**src/rtl/mem_channel_arbiter.sv**
```systemverilog
// mem_channel_arbiter: round-robin arbiter that maps NUM_CONSUMERS read/write
// requesters onto NUM_CHANNELS memory channels. Each channel owns one
// transaction at a time. A consumer is never served by two channels at once.
//
// Handshake: a consumer raises *_valid and holds it, with stable address and
// data, until it sees a one-cycle *_ready strobe. It must then drop valid
// before the owning channel returns to IDLE. Toward memory, mem_*_valid is
// registered and held stable until mem_*_ready is sampled high. mem_*_ready is
// ignored while the channel is not waiting on memory.
module mem_channel_arbiter #(
    parameter int ADDR_BITS     = 8,
    parameter int DATA_BITS     = 8,
    parameter int NUM_CONSUMERS = 4,
    parameter int NUM_CHANNELS  = 2,
    parameter int WRITE_ENABLE  = 1,
    localparam int CW = (NUM_CONSUMERS > 1) ? $clog2(NUM_CONSUMERS) : 1
) (
    input  logic                                 clk,
    input  logic                                 reset,
    input  logic [NUM_CONSUMERS-1:0]             consumer_read_valid,
    input  logic [ADDR_BITS*NUM_CONSUMERS-1:0]   consumer_read_address,
    output logic [NUM_CONSUMERS-1:0]             consumer_read_ready,
    output logic [DATA_BITS*NUM_CONSUMERS-1:0]   consumer_read_data,
    input  logic [NUM_CONSUMERS-1:0]             consumer_write_valid,
    input  logic [ADDR_BITS*NUM_CONSUMERS-1:0]   consumer_write_address,
    input  logic [DATA_BITS*NUM_CONSUMERS-1:0]   consumer_write_data,
    output logic [NUM_CONSUMERS-1:0]             consumer_write_ready,
    output logic [NUM_CHANNELS-1:0]              mem_read_valid,
    output logic [ADDR_BITS*NUM_CHANNELS-1:0]    mem_read_address,
    input  logic [NUM_CHANNELS-1:0]              mem_read_ready,
    input  logic [DATA_BITS*NUM_CHANNELS-1:0]    mem_read_data,
    output logic [NUM_CHANNELS-1:0]              mem_write_valid,
    output logic [ADDR_BITS*NUM_CHANNELS-1:0]    mem_write_address,
    output logic [DATA_BITS*NUM_CHANNELS-1:0]    mem_write_data,
    input  logic [NUM_CHANNELS-1:0]              mem_write_ready,
    output logic [2*NUM_CHANNELS-1:0]            dbg_chan_state,
    output logic [CW-1:0]                        dbg_rr_ptr
);

    typedef enum logic [1:0] {
        ST_IDLE       = 2'd0,
        ST_READ_WAIT  = 2'd1,
        ST_WRITE_WAIT = 2'd2,
        ST_RELEASE    = 2'd3
    } chan_state_t;

    chan_state_t                  state_q    [NUM_CHANNELS];
    chan_state_t                  state_d    [NUM_CHANNELS];
    logic [CW-1:0]                owner_q    [NUM_CHANNELS];
    logic [CW-1:0]                owner_d    [NUM_CHANNELS];
    logic                         is_write_q [NUM_CHANNELS];
    logic                         is_write_d [NUM_CHANNELS];
    logic [ADDR_BITS-1:0]         addr_q     [NUM_CHANNELS];
    logic [ADDR_BITS-1:0]         addr_d     [NUM_CHANNELS];
    logic [DATA_BITS-1:0]         wdata_q    [NUM_CHANNELS];
    logic [DATA_BITS-1:0]         wdata_d    [NUM_CHANNELS];
    logic [NUM_CHANNELS-1:0]      mem_rv_q, mem_rv_d;
    logic [NUM_CHANNELS-1:0]      mem_wv_q, mem_wv_d;
    logic [CW-1:0]                rr_ptr_q, rr_ptr_d;
    logic [NUM_CONSUMERS-1:0]     rd_ready_q, rd_ready_d;
    logic [NUM_CONSUMERS-1:0]     wr_ready_q, wr_ready_d;
    logic [DATA_BITS*NUM_CONSUMERS-1:0] rd_data_q, rd_data_d;

    logic [NUM_CONSUMERS-1:0]     busy;
    logic [NUM_CONSUMERS-1:0]     granted;
    logic [NUM_CONSUMERS-1:0]     wr_req;
    logic                         found;
    int                           idx;
    logic [CW-1:0]                cand;

    // Write requests only exist on the read/write variant.
    assign wr_req = (WRITE_ENABLE != 0) ? consumer_write_valid : '0;

    // Busy mask: a consumer owned by any non-idle channel cannot be granted again.
    always_comb begin
        busy = '0;
        for (int c = 0; c < NUM_CHANNELS; c++) begin
            if (state_q[c] != ST_IDLE) busy[owner_q[c]] = 1'b1;
        end
    end

    // Arbitration and per-channel next state; idle channels pick in index order.
    always_comb begin
        granted    = '0;
        found      = 1'b0;
        idx        = 0;
        cand       = '0;
        rr_ptr_d   = rr_ptr_q;
        rd_ready_d = '0;
        wr_ready_d = '0;
        rd_data_d  = rd_data_q;
        for (int c = 0; c < NUM_CHANNELS; c++) begin
            state_d[c]    = state_q[c];
            owner_d[c]    = owner_q[c];
            is_write_d[c] = is_write_q[c];
            addr_d[c]     = addr_q[c];
            wdata_d[c]    = wdata_q[c];
        end
        for (int c = 0; c < NUM_CHANNELS; c++) begin
            case (state_q[c])
                ST_IDLE: begin
                    found = 1'b0;
                    for (int j = 0; j < NUM_CONSUMERS; j++) begin
                        idx = int'(rr_ptr_q) + j;
                        if (idx >= NUM_CONSUMERS) idx = idx - NUM_CONSUMERS;
                        cand = CW'(idx);
                        if (!found && !busy[cand] && !granted[cand] &&
                            (consumer_read_valid[cand] || wr_req[cand])) begin
                            found         = 1'b1;
                            granted[cand] = 1'b1;
                            owner_d[c]    = cand;
                            rr_ptr_d      = (idx == NUM_CONSUMERS - 1) ? '0 : CW'(idx + 1);
                            // Read wins when a consumer presents both requests.
                            if (consumer_read_valid[cand]) begin
                                state_d[c]    = ST_READ_WAIT;
                                is_write_d[c] = 1'b0;
                                addr_d[c]     = consumer_read_address[idx*ADDR_BITS +: ADDR_BITS];
                            end else begin
                                state_d[c]    = ST_WRITE_WAIT;
                                is_write_d[c] = 1'b1;
                                addr_d[c]     = consumer_write_address[idx*ADDR_BITS +: ADDR_BITS];
                                wdata_d[c]    = consumer_write_data[idx*DATA_BITS +: DATA_BITS];
                            end
                        end
                    end
                end
                ST_READ_WAIT: begin
                    if (mem_read_ready[c]) begin
                        state_d[c]              = ST_RELEASE;
                        rd_ready_d[owner_q[c]]  = 1'b1;
                        rd_data_d[owner_q[c]*DATA_BITS +: DATA_BITS] =
                            mem_read_data[c*DATA_BITS +: DATA_BITS];
                    end
                end
                ST_WRITE_WAIT: begin
                    if (mem_write_ready[c]) begin
                        state_d[c]             = ST_RELEASE;
                        wr_ready_d[owner_q[c]] = 1'b1;
                    end
                end
                default: begin
                    // Hold ownership until the consumer retires the request it was granted on.
                    if (is_write_q[c] ? !consumer_write_valid[owner_q[c]]
                                      : !consumer_read_valid[owner_q[c]])
                        state_d[c] = ST_IDLE;
                end
            endcase
        end
        for (int c = 0; c < NUM_CHANNELS; c++) begin
            mem_rv_d[c] = (state_d[c] == ST_READ_WAIT);
            mem_wv_d[c] = (state_d[c] == ST_WRITE_WAIT);
        end
    end

    // All state and registered outputs; reset drops any in-flight transaction.
    always_ff @(posedge clk or posedge reset) begin
        if (reset) begin
            for (int c = 0; c < NUM_CHANNELS; c++) begin
                state_q[c]    <= ST_IDLE;
                owner_q[c]    <= '0;
                is_write_q[c] <= 1'b0;
                addr_q[c]     <= '0;
                wdata_q[c]    <= '0;
            end
            mem_rv_q   <= '0;
            mem_wv_q   <= '0;
            rr_ptr_q   <= '0;
            rd_ready_q <= '0;
            wr_ready_q <= '0;
            rd_data_q  <= '0;
        end else begin
            for (int c = 0; c < NUM_CHANNELS; c++) begin
                state_q[c]    <= state_d[c];
                owner_q[c]    <= owner_d[c];
                is_write_q[c] <= is_write_d[c];
                addr_q[c]     <= addr_d[c];
                wdata_q[c]    <= wdata_d[c];
            end
            mem_rv_q   <= mem_rv_d;
            mem_wv_q   <= mem_wv_d;
            rr_ptr_q   <= rr_ptr_d;
            rd_ready_q <= rd_ready_d;
            wr_ready_q <= wr_ready_d;
            rd_data_q  <= rd_data_d;
        end
    end

    generate
        for (genvar c = 0; c < NUM_CHANNELS; c++) begin : g_chan_out
            assign mem_read_address[c*ADDR_BITS +: ADDR_BITS]  = addr_q[c];
            assign mem_write_address[c*ADDR_BITS +: ADDR_BITS] = (WRITE_ENABLE != 0) ? addr_q[c] : '0;
            assign mem_write_data[c*DATA_BITS +: DATA_BITS]    = (WRITE_ENABLE != 0) ? wdata_q[c] : '0;
            assign dbg_chan_state[2*c +: 2]                    = state_q[c];
        end
    endgenerate

    assign mem_read_valid       = mem_rv_q;
    assign mem_write_valid      = (WRITE_ENABLE != 0) ? mem_wv_q : '0;
    assign consumer_read_ready  = rd_ready_q;
    assign consumer_read_data   = rd_data_q;
    assign consumer_write_ready = (WRITE_ENABLE != 0) ? wr_ready_q : '0;
    assign dbg_rr_ptr           = rr_ptr_q;

endmodule

```
**config.mk**
```make
export PLATFORM = sky130hd
export DESIGN_NAME = mem_channel_arbiter
export DESIGN_NICKNAME = d
export VERILOG_FILES = /design/src/rtl/mem_channel_arbiter.sv
export SDC_FILE = /design/constraint.sdc
export NUM_CORES = 1
export LEC_CHECK = 0
export BUFFER_PORTS_ARGS = -buffer_cell sky130_fd_sc_hd__buf_2
export CORE_ASPECT_RATIO = 1.5
export CORE_MARGIN = 5
export CORE_UTILIZATION = 26
export DETAILED_ROUTE_END_ITERATION = 16
export HOLD_SLACK_MARGIN = 0.05
export PLACE_DENSITY = 0.41
export SYNTH_ARGS = -nofsm -noshare
export SYNTH_HDL_FRONTEND = slang
export SYNTH_SLANG_ARGS = --single-unit
```
**constraint.sdc**
```tcl
create_clock -name clk -period 6.39 [get_ports clk]
set_input_delay 0.3195 -clock clk [delete_from_list [all_inputs] [get_ports clk]]
set_output_delay 0.3195 -clock clk [all_outputs]
set_load 0.03 [all_outputs]
```
==> load_flow_metrics.sql <==
INSERT INTO impl_metrics (metric_group, metric, value, unit) VALUES
('layout', 'areaGrowthSynthToFinish', '17.1', '%'),
('sta', 'measured_slew_at_the_worst_slew_check_pin', '1.19', 'ns'),
('detailed_routing', 'vias', '9229', ''),
('setup_path', 'critical_path.max_stage_delay', '0.57', 'ns'),
('clock_tree', 'tritoncts', 'yes', ''),
('sta', 'layout_worst_path_cycle_share', '91.1', '%'),
('synthesis', 'post_synth.cell_area_avg', '8.90', 'um2'),
('global_routing', 'grt.overflow.total', '0', ''),
('sta', 'achievable-frequency', '0.172', 'GHz'),
('hold_path', 'hold-path-cell-count', '3', ''),
('clock_tree', 'insertion_delay', '0.37', 'ns'),
('setup_path', 'cp_data_required_time', '6.70', 'ns'),
('detailed_routing', 'detailedRoute.firstIterationViolations', '646', ''),
('sta', 'fin_worst_hold_slack', '0.250', 'ns'),
('synthesis', 'syn_inst', '1066', ''),
('clock_tree', 'cts.sink_count', '88', ''),
('clock_tree', 'cts_buffers', '9', ''),
('place', 'numPortBuffers', '223', ''),
('synthesis', 'synth_seq_cells', '88', ''),
('setup_path', 'critical_path_peak_fanout', '18', ''),
('global_routing', 'via_count_of_the_first_global_routing_pass', '9514', ''),
('clock_tree', 'ctsLongestPathBuffers', '2', ''),
('synthesis', 'post_synth_design_cell_area', '9490', 'um2'),
('die', 'core_area', '35900', 'um2'),
('detailed_routing', 'detail_route.drc_violations', '0', ''),
('setup_path', 'worst-setup-path-type', 'reg2reg', ''),
('synthesis', 'ys_warn_count', '0', ''),
('synthesis', 'synth_cell_type_count', '78', ''),
('detailed_routing', 'postRouteAntennaNets', '0', ''),
('die', 'num_rows', '85', ''),
('sta', 'worst_slew_slack_as_a_fraction_of_its_limit', '20.2', '%'),
('global_routing', 'grt_pass1_wl', '59200', 'um'),
('flow_run', 'drv.max_cap_violation_count', '0', ''),
('die', 'initial_cell_density_of_the_core', '26.4', '%'),
('die', 'die_w', '166', 'um'),
('sta', 'setup_viol', '0', ''),
('setup_path', 'cp_cell_sequence', 'inv_2, ha_2, mux4_2, o2111ai_1, o311ai_1, o21ai_2, nor2b_4, a221oi_2, a2bb2oi_2, and3_1, a221oi_1, mux4_2, a21boi_4, nand3_1, a22oi_2, and2_1', ''),
('die', 'die_area', '40500', 'um2'),
('layout', 'utilization', '30.9', '%'),
('synthesis', 'net_count_after_synthesis', '1211', ''),
('synthesis', 'number_of_enable_flip_flop_cells_after_synthesis', '0', ''),
('place', 'dpl.hpwl', '29700', 'um'),
('die', 'die_height', '244', 'um'),
('layout', 'final_net_count', '1355', ''),
('setup_path', 'critical-path-top-cell-by-count', 'mux4_2', ''),
('detailed_routing', 'drt-vias-per-instance', '5.45', ''),
('sta', 'skew', '0.0108', 'ns'),
('synthesis', 'postSynth.asyncResetShare', '100', '%'),
('sta', 'total_neg_setup_slack', '0', 'ns'),
('synthesis', 'postSynth.topFlopCell', 'dfrtp_1', ''),
('die', 'boundaryPins', '224', ''),
('setup_path', 'critical_path_arrival', '6.13', 'ns'),
('global_routing', 'grt_max_degree', '65', ''),
('sta', 'timing_max_transition_violations_final', '0', ''),
('sta', 'timing.final.crit_period', '5.82', 'ns'),
('layout', 'count_of_placed_standard_cells_in_the_final_layout_fillers_left_out', '1693', ''),
('global_routing', 'grt_util_all_layers', '18.5', '%'),
('detailed_routing', 'dr.pass1.iters', '5', ''),
('clock_tree', 'postCtsSetupBuffers', '0', ''),
('clock_tree', 'clock_root_buffer_master', 'clkbuf_16', ''),
('clock_tree', 'reg_clk_slew_reported_paths', '0.07', 'ns'),
('detailed_routing', 'routed_wl', '38600', 'um'),
('layout', 'layout_commonest_cell', 'buf_2', ''),
('hold_path', 'hp-class', 'in2reg', ''),
('synthesis', 'ys_seq_area_share', '23.2', '%'),
('global_routing', 'grt_antenna_before_repair', '0', ''),
('setup_path', 'worst-r2r-cell-count', '16', ''),
('sta', 'unrepaired_setup_endpoints_after_global_routing', 'no', ''),
('layout', 'antenna_cell_count', '0', ''),
('layout', 'layout_common_cells', '223 x buf_2, 170 x nand2_1, 87 x dfrtp_1', ''),
('layout', 'final_layout_size_suffix_gt1_share', '31.7', '%'),
('setup_path', 'start_kind', 'flip-flop', ''),
('setup_path', 'worst_path_max_delay_cell', 'dfrtp_4', ''),
('place', 'gpl.final_weighted_congestion', '0.853', ''),
('setup_path', 'setup.worst_path.end_class', 'flip-flop', ''),
('clock_tree', 'htreeDepth', '3', ''),
('detailed_routing', 'routed_wire_length_per_instance', '22.8', 'um'),
('sta', 'final_hold_viol_count', '0', ''),
('place', 'place_inst', '1676', ''),
('run_status', 'run_status', 'finished, final reports clean', '');
## per-layer routing
metal	GRT usage, %	share of wire [%]	up-vias
li1	-	-	4328
met1	22.6	40	4507
met2	33.1	51	333
met3	3.23	5.7	61
met4	6.22	2.8	0
met5	0	0	-
## critical path: cells and delay by family (launching register included)
kind | cells | cell delay [ns]
buffers and inverters | 1 | 0.06
and+or+nand+nor | 4 | 1.38
muxes | 2 | 1.11
DFF | 1 | 0.57
AOI/OAI and AO/OA | 8 | 2.17
adders and majority gates | 1 | 0.44
## flip-flops by register name, summed over array words and instances (netlist names)
name / count
consumer_read_data: 32
mem_read_address: 16
mem_write_data: 16
consumer_read_ready: 4
consumer_write_ready: 4
dbg_chan_state: 4
owner_q: 4
dbg_rr_ptr: 2
is_write_q: 2
mem_read_valid: 2
mem_write_valid: 2
## final cells by class
cell class	instances	area (um2)
fill	3918	24800
multi-input combinational	858	6720
sequential	88	2210
timing repair buffer	241	1250
tap	478	598
clock buffer	11	243
inverter	12	47.5
clock inverter	5	38.8
## stage by stage
stage / cell area (um2) / setup WS, ns
6_report: 11100 / 0.571
5_1_grt: 11100 / 0.196
4_1_cts: 11100 / 0.569
3_5_place_dp: 10800 / 0.588
3_3_place_gp: 10800 / 0.721
2_1_floorplan: 9490 / 0.851
## cell usage after synthesis, drive strengths merged (18+ instances only)
library cell,instances,area share (%)
a21oi,79,4.2
a22oi,19,1.6
and3,32,2.1
buf,51,3.5
clkbuf,57,2.3
dfrtp,88,23
ha,19,2.5
mux2,18,2.1
mux2i,65,6.9
mux4,80,19
nand2,170,6.7
nor2,79,3.1
o211ai,26,2.1
o21ai,87,4.7
o22ai,20,1.3
## cell families (layout without fill, tap and decap cells)
| group | count (synthesis) | in the layout | share of synthesized area [%] |
|---|---|---|---|
| mux | 163 | 163 | 28.0 |
| fa+ha+maj | 19 | 19 | 2.51 |
| compound gates | 320 | 320 | 22.5 |
| buf+inv | 120 | 269 | 6.22 |
| simple gates | 353 | 353 | 17.3 |
| xor+xnor | 3 | 3 | 0.277 |
| flops | 88 | 88 | 23.2 |
## worst paths after layout
kind	start	endpoint	slack, ns
max in group asynchronous	reset	dbg_chan_state[0]$_DFF_PP0_	4.72
max reg2reg	dbg_rr_ptr[0]$_DFF_PP0_	mem_write_valid[1]$_DFF_PP0_	0.57
min reg2reg	mem_read_address[7]$_DFFE_PP0P_	mem_read_address[7]$_DFFE_PP0P_	0.51
min	mem_read_data[13]	consumer_read_data[29]$_DFF_PP0_	0.25
max	dbg_rr_ptr[0]$_DFF_PP0_	mem_write_valid[1]$_DFF_PP0_	0.57
min in group asynchronous	reset	mem_read_address[0]$_DFFE_PP0P_	0.58
## repair_timing
item                                   4_1_cts  5_1_grt
endpoints found under the hold margin       30        0
hold buffers                                 1        0
gates resized for setup                      0        0
Power is not shown: default switching activity piles up to over one toggle a cycle in this logic, so the estimate is an artifact.
